--- src/rtl/weight_load_if.sv ---
// weight_load_if: command, weight-memory and FIFO-column signals of the weight load sequencer.
interface weight_load_if #(parameter int ADDR_W = 8);
  logic start, abort, busy, done, mem_rd_en, weight_load_start, pop;
  logic [ADDR_W-1:0] base_addr, mem_addr;
  logic [23:0] mem_rdata;
  logic push_col0, push_col1, push_col2;
  logic [7:0] data_col0, data_col1, data_col2;
  modport master (
    input start, base_addr, abort, mem_rdata,
    output busy, done, mem_rd_en, mem_addr, weight_load_start, pop,
    output push_col0, push_col1, push_col2, data_col0, data_col1, data_col2
  );
  modport slave (
    output start, base_addr, abort, mem_rdata,
    input busy, done, mem_rd_en, mem_addr, weight_load_start, pop,
    input push_col0, push_col1, push_col2, data_col0, data_col1, data_col2
  );
endinterface

--- src/rtl/weight_load_ctrl.sv ---
// weight_load_ctrl: resyncs the 3-column weight FIFO, fills it from weight memory, then pops it into the MMU.
module weight_load_ctrl #(
  parameter int ADDR_W = 8,
  parameter int ROWS = 3,
  parameter int READ_LATENCY = 1,
  parameter int POP_CYCLES = 7
) (
  input logic clk,
  input logic rst_n,
  weight_load_if.master bus
);
  localparam int CNT_W = $clog2((ROWS > POP_CYCLES ? ROWS : POP_CYCLES) + 1);
  typedef enum logic [2:0] {IDLE, CLR, RD, WAIT, POP, DONE} state_t;
  state_t state, nxt;
  logic [CNT_W-1:0] cnt;
  logic [ADDR_W-1:0] addr;
  logic [READ_LATENCY-1:0] vld, vld_nxt;
  logic busy, done, rd_en, wls, pop, kill, push;
  assign kill = bus.abort && state != IDLE;
  // vld tracks reads in flight; its top bit marks the cycle mem_rdata is valid
  assign vld_nxt = kill ? '0 : READ_LATENCY'({vld, rd_en});
  assign push = vld[READ_LATENCY-1];
  always_comb begin
    nxt = state;
    case (state)
      IDLE: nxt = bus.start ? CLR : IDLE;
      CLR: nxt = RD;
      RD: nxt = cnt == CNT_W'(ROWS - 1) ? WAIT : RD;
      WAIT: nxt = vld_nxt == '0 ? POP : WAIT;
      POP: nxt = cnt == CNT_W'(POP_CYCLES - 1) ? DONE : POP;
      default: nxt = IDLE;
    endcase
    if (kill) nxt = IDLE;
  end
  always_ff @(posedge clk or negedge rst_n)
    if (!rst_n) begin
      state <= IDLE;
      cnt <= '0;
      addr <= '0;
      vld <= '0;
      busy <= 1'b0;
      done <= 1'b0;
      rd_en <= 1'b0;
      wls <= 1'b0;
      pop <= 1'b0;
    end else begin
      state <= nxt;
      vld <= vld_nxt;
      cnt <= nxt == state ? cnt + 1'b1 : '0;
      addr <= state == IDLE ? bus.base_addr : state == RD ? addr + 1'b1 : addr;
      busy <= nxt != IDLE;
      done <= nxt == DONE;
      rd_en <= nxt == RD;
      wls <= nxt == CLR;
      pop <= nxt == POP;
    end
  assign bus.busy = busy;
  assign bus.done = done;
  assign bus.mem_rd_en = rd_en;
  assign bus.mem_addr = addr;
  assign bus.weight_load_start = wls;
  assign bus.pop = pop;
  assign bus.push_col0 = push;
  assign bus.push_col1 = push;
  assign bus.push_col2 = push;
  assign bus.data_col0 = push ? bus.mem_rdata[7:0] : '0;
  assign bus.data_col1 = push ? bus.mem_rdata[15:8] : '0;
  assign bus.data_col2 = push ? bus.mem_rdata[23:16] : '0;
endmodule

--- src/flat_wrapper.sv ---
// flat-port wrapper written by rule: the top's interface ports become plain ports
module weight_load_ctrl_flat 
#(
  parameter int ADDR_W = 8,
  parameter int ROWS = 3,
  parameter int READ_LATENCY = 1,
  parameter int POP_CYCLES = 7
)
  (clk, rst_n, bus_start, bus_base_addr, bus_abort, bus_mem_rdata, bus_busy, bus_done, bus_mem_rd_en, bus_mem_addr, bus_weight_load_start, bus_pop, bus_push_col0, bus_push_col1, bus_push_col2, bus_data_col0, bus_data_col1, bus_data_col2);
  weight_load_if #(.ADDR_W(ADDR_W)) bus_i ();
  input logic clk;
  input logic rst_n;
  input wire logic [$bits(bus_i.start)-1:0] bus_start;
  input wire logic [$bits(bus_i.base_addr)-1:0] bus_base_addr;
  input wire logic [$bits(bus_i.abort)-1:0] bus_abort;
  input wire logic [$bits(bus_i.mem_rdata)-1:0] bus_mem_rdata;
  output wire logic [$bits(bus_i.busy)-1:0] bus_busy;
  output wire logic [$bits(bus_i.done)-1:0] bus_done;
  output wire logic [$bits(bus_i.mem_rd_en)-1:0] bus_mem_rd_en;
  output wire logic [$bits(bus_i.mem_addr)-1:0] bus_mem_addr;
  output wire logic [$bits(bus_i.weight_load_start)-1:0] bus_weight_load_start;
  output wire logic [$bits(bus_i.pop)-1:0] bus_pop;
  output wire logic [$bits(bus_i.push_col0)-1:0] bus_push_col0;
  output wire logic [$bits(bus_i.push_col1)-1:0] bus_push_col1;
  output wire logic [$bits(bus_i.push_col2)-1:0] bus_push_col2;
  output wire logic [$bits(bus_i.data_col0)-1:0] bus_data_col0;
  output wire logic [$bits(bus_i.data_col1)-1:0] bus_data_col1;
  output wire logic [$bits(bus_i.data_col2)-1:0] bus_data_col2;
  assign bus_i.start = bus_start;
  assign bus_i.base_addr = bus_base_addr;
  assign bus_i.abort = bus_abort;
  assign bus_i.mem_rdata = bus_mem_rdata;
  assign bus_busy = bus_i.busy;
  assign bus_done = bus_i.done;
  assign bus_mem_rd_en = bus_i.mem_rd_en;
  assign bus_mem_addr = bus_i.mem_addr;
  assign bus_weight_load_start = bus_i.weight_load_start;
  assign bus_pop = bus_i.pop;
  assign bus_push_col0 = bus_i.push_col0;
  assign bus_push_col1 = bus_i.push_col1;
  assign bus_push_col2 = bus_i.push_col2;
  assign bus_data_col0 = bus_i.data_col0;
  assign bus_data_col1 = bus_i.data_col1;
  assign bus_data_col2 = bus_i.data_col2;
  weight_load_ctrl #(.ADDR_W(ADDR_W), .ROWS(ROWS), .READ_LATENCY(READ_LATENCY), .POP_CYCLES(POP_CYCLES)) u_core (.clk(clk), .rst_n(rst_n), .bus(bus_i));
endmodule
--- config.mk ---
export PLATFORM = sky130hd
export DESIGN_NAME = weight_load_ctrl_flat
export DESIGN_NICKNAME = d
export VERILOG_FILES = /design/src/rtl/weight_load_if.sv /design/src/rtl/weight_load_ctrl.sv /design/src/flat_wrapper.sv
export SDC_FILE = /design/constraint.sdc
export NUM_CORES = 1
export LEC_CHECK = 0
export CAP_MARGIN = 5
export CORE_MARGIN = 2
export CORE_UTILIZATION = 34
export DETAILED_ROUTE_END_ITERATION = 16
export PLACE_DENSITY = 0.84
export SETUP_SLACK_MARGIN = 0.4
export SKIP_LAST_GASP = 1
export SYNTH_ARGS = -nofsm -noshare
export SYNTH_HDL_FRONTEND = slang
export SYNTH_SLANG_ARGS = --single-unit
--- constraint.sdc ---
create_clock -name clk -period 1.6 [get_ports clk]
set_clock_uncertainty 0.15 [all_clocks]
set_input_delay 0.32 -clock clk [delete_from_list [all_inputs] [get_ports clk]]
set_output_delay 0.32 -clock clk [all_outputs]
set_load 0.02 [all_outputs]
==> flow_summary.json <==
{
  "path_max_fanout": 13,
  "die-height_um": 65.3,
  "via_count": 1457,
  "firstDrtPassIters": 4,
  "rr_startpoint": "u_core.state[2]",
  "drive_gt1_share_pct": 62.7,
  "worstSetupEndpointType": "output port",
  "cts_tree": "done",
  "rsz0062_at_grt": "true",
  "crit_path_start_kind": "flop",
  "reg2reg_setup_slack_ns": -0.02,
  "cp-endpoint": "bus_data_col1[6]",
  "antenna_left": 0,
  "cellPowerDensity_nw_per_um2": 1830,
  "cts-htree-levels": 1,
  "io_pins": 76,
  "finalWeightedCongestion": 0.739,
  "power_uw": 5120,
  "drc": 0,
  "worstSkewPairLatency_ns": 0.27,
  "fin_ws_ns": -0.0778,
  "ff2ff_path_depth": 5,
  "synth_cells": 139,
  "wirelength_um": 4920,
  "maxCapViolCount": 0,
  "setup_viol": 28,
  "timing.rr.end": "u_core.cnt[1]",
  "ys_async_sr_fraction_pct": 100,
  "drt-wirelength-per-cell_um": 16.6,
  "final_hold_viol_count": 0,
  "synth-seq-cells": 20,
  "crit_start": "u_core.bus.push_col0",
  "clock_path_buffers": 2,
  "ys_types": 37,
  "relSlewSlack_pct": 78.7,
  "crit_required_ns": 1.13,
  "final_core_util_pct": 76.8,
  "violations": "negative setup slack",
  "diodes": 0,
  "syn_nets": 178,
  "cts_root_buf": "clkbuf_8",
  "fmax_mhz": 596,
  "num_rows": 22,
  "grt_usage_pct": 21.4,
  "syn_avg_cell_area_sq_um": 9.19,
  "period_share_pct": 105,
  "core_area_sq_um": 3630,
  "layout_common_cells": "41 x buf_6, 34 x clkdlybuf4s50_1, 24 x and2_4, 19 x buf_4, 14 x buf_2",
  "hold_path_class": "in2async",
  "nNetsFinal": 289,
  "period_minus_slack_ns": 1.68,
  "cts_sinks": 20,
  "antenna_found_initial": 0,
  "outcome": "finished with violations",
  "grt_pass1_vias": 1373,
  "tns_ns": -1.20,
  "die_x_um": 65.3,
  "vias_per_cell": 4.91,
  "power.leakage_uw": 0.00132,
  "start_util_pct": 35.2,
  "grt_overflow": 0,
  "yosysSeqAreaShare_pct": 39.2,
  "ys_warn_count": 0,
  "finalMaxSlewViolations": 0,
  "vdd_ir_drop_max_mv": 1.22,
  "syn2layout_area_growth_pct": 118,
  "grt_pass1_wl_um": 6940,
  "critPathKind": "reg2out",
  "clk_pin_slew_ns": 0.09,
  "final_common_cell": "buf_6",
  "syn_area_sq_um": 1280,
  "drt_iter0_drc": 82,
  "arrival_ns": 1.21,
  "synth_edf_count": 0,
  "cts_hold_buffers": 0,
  "dp_hpwl_um": 2610,
  "worst_slew_pin_slew_ns": 0.319,
  "synth-main-ff-cell": "dfrtp_1",
  "finalInstanceArea_sq_um": 2790,
  "placed_area_sq_um": 2260,
  "die_area_sq_um": 4260,
  "numCtsBuffers": 3,
  "place.port_buffers": 75,
  "grt_start_max_net_pins": 28
}
[metal layers]
layer  global-route usage (%)  share of wire [%]  routed length [um]
met1                     24.0                 38                1870
met2                     39.4                 53                2630
met3                     5.82                6.5                 322
met4                     6.25                2.0                  99
met5                        0                  0                   0
[where the power goes]
part / internal (uW) / switching (uW) / total (uW)
logic: 1940 / 1690 / 3640
registers: 725 / 236 / 961
clock network: 334 / 182 / 516
[through the flow]
step | hold WS [ns] | worst slack [ns] | instances
after detailed placement | 0.367 | -0.400 | 269
after global routing | 0.262 | -0.110 | 297
final | 0.237 | -0.0778 | 297
after CTS | 0.243 | -0.0135 | 288
after global placement | 0.359 | -0.374 | 269
after floorplan | -0.126 | 0.163 | 139
[flip-flops by register name, summed over array words and instances (netlist names)]
register / cells
u_core.bus.pop: 1
u_core.bus.mem_addr: 8
u_core.bus.done: 1
u_core.bus.weight_load_start: 1
u_core.cnt: 3
u_core.bus.busy: 1
u_core.bus.push_col0: 1
u_core.state: 3
u_core.bus.mem_rd_en: 1
[cells by family (layout without fill, tap and decap cells)]
group	Yosys count	in the layout	synth area share, %
multiplexers	8	8	6.37
flip-flops	20	20	39.2
adder cells (fa/ha/maj)	3	3	2.94
XOR/XNOR	1	1	0.686
AND/OR/NAND/NOR	67	67	30.3
AO/OA/AOI/OAI	24	24	13.6
buffers and inverters	16	126	6.95
[synth_stat cells (2+ instances only)]
library cell   n  share of area, %
clkbuf_1       2              0.59
nor2_1        11               3.2
inv_1          5               1.5
nand3_1        4               1.6
nor3b_1        3               1.8
buf_2          2              0.78
dfrtp_1       20                39
nand2_1       12               3.5
buf_4          5               2.9
o21ai_0        2              0.78
nor3_1         3               1.2
o22ai_1        6               2.9
a21oi_1        8               3.1
ha_1           3               2.9
and2_1        25                12
mux2i_1        7               5.5
[worst max-delay path: stages (launching register included)]
cell and delay (ns):
dfrtp_2 0.47, clkbuf_16 0.19, and2_4 0.13, buf_2 0.15
[worst min path at each step]
stage / endpoint / startpoint / slack, ns
after floorplan: u_core.bus.busy / rst_n / -0.13
after global placement: u_core.cnt[0] / u_core.cnt[0] / 0.36
after detailed placement: u_core.cnt[0] / u_core.cnt[0] / 0.37
after CTS: u_core.bus.weight_load_start / rst_n / 0.24
after global routing: u_core.bus.done / rst_n / 0.26
final: u_core.bus.done / rst_n / 0.24
[what timing repair did]
item                                    CTS  global route
endpoints found under the hold margin     0             0
pin swaps                                20             6
cloned                                    2             2
endpoints found under the setup margin   59            60
buffers inserted                         13             7
resized for setup                       226            52
[layout make-up]
type	instances	area, sq um
fillers	220	845
multi-input cells	103	948
flip-flops and latches	20	510
clock buffers	3	41.3
well taps	48	60.1
repair buffers	116	1180
inverters	6	22.5
clock inverters	1	30.0
Note: power is estimated with default switching activity, not from simulation.
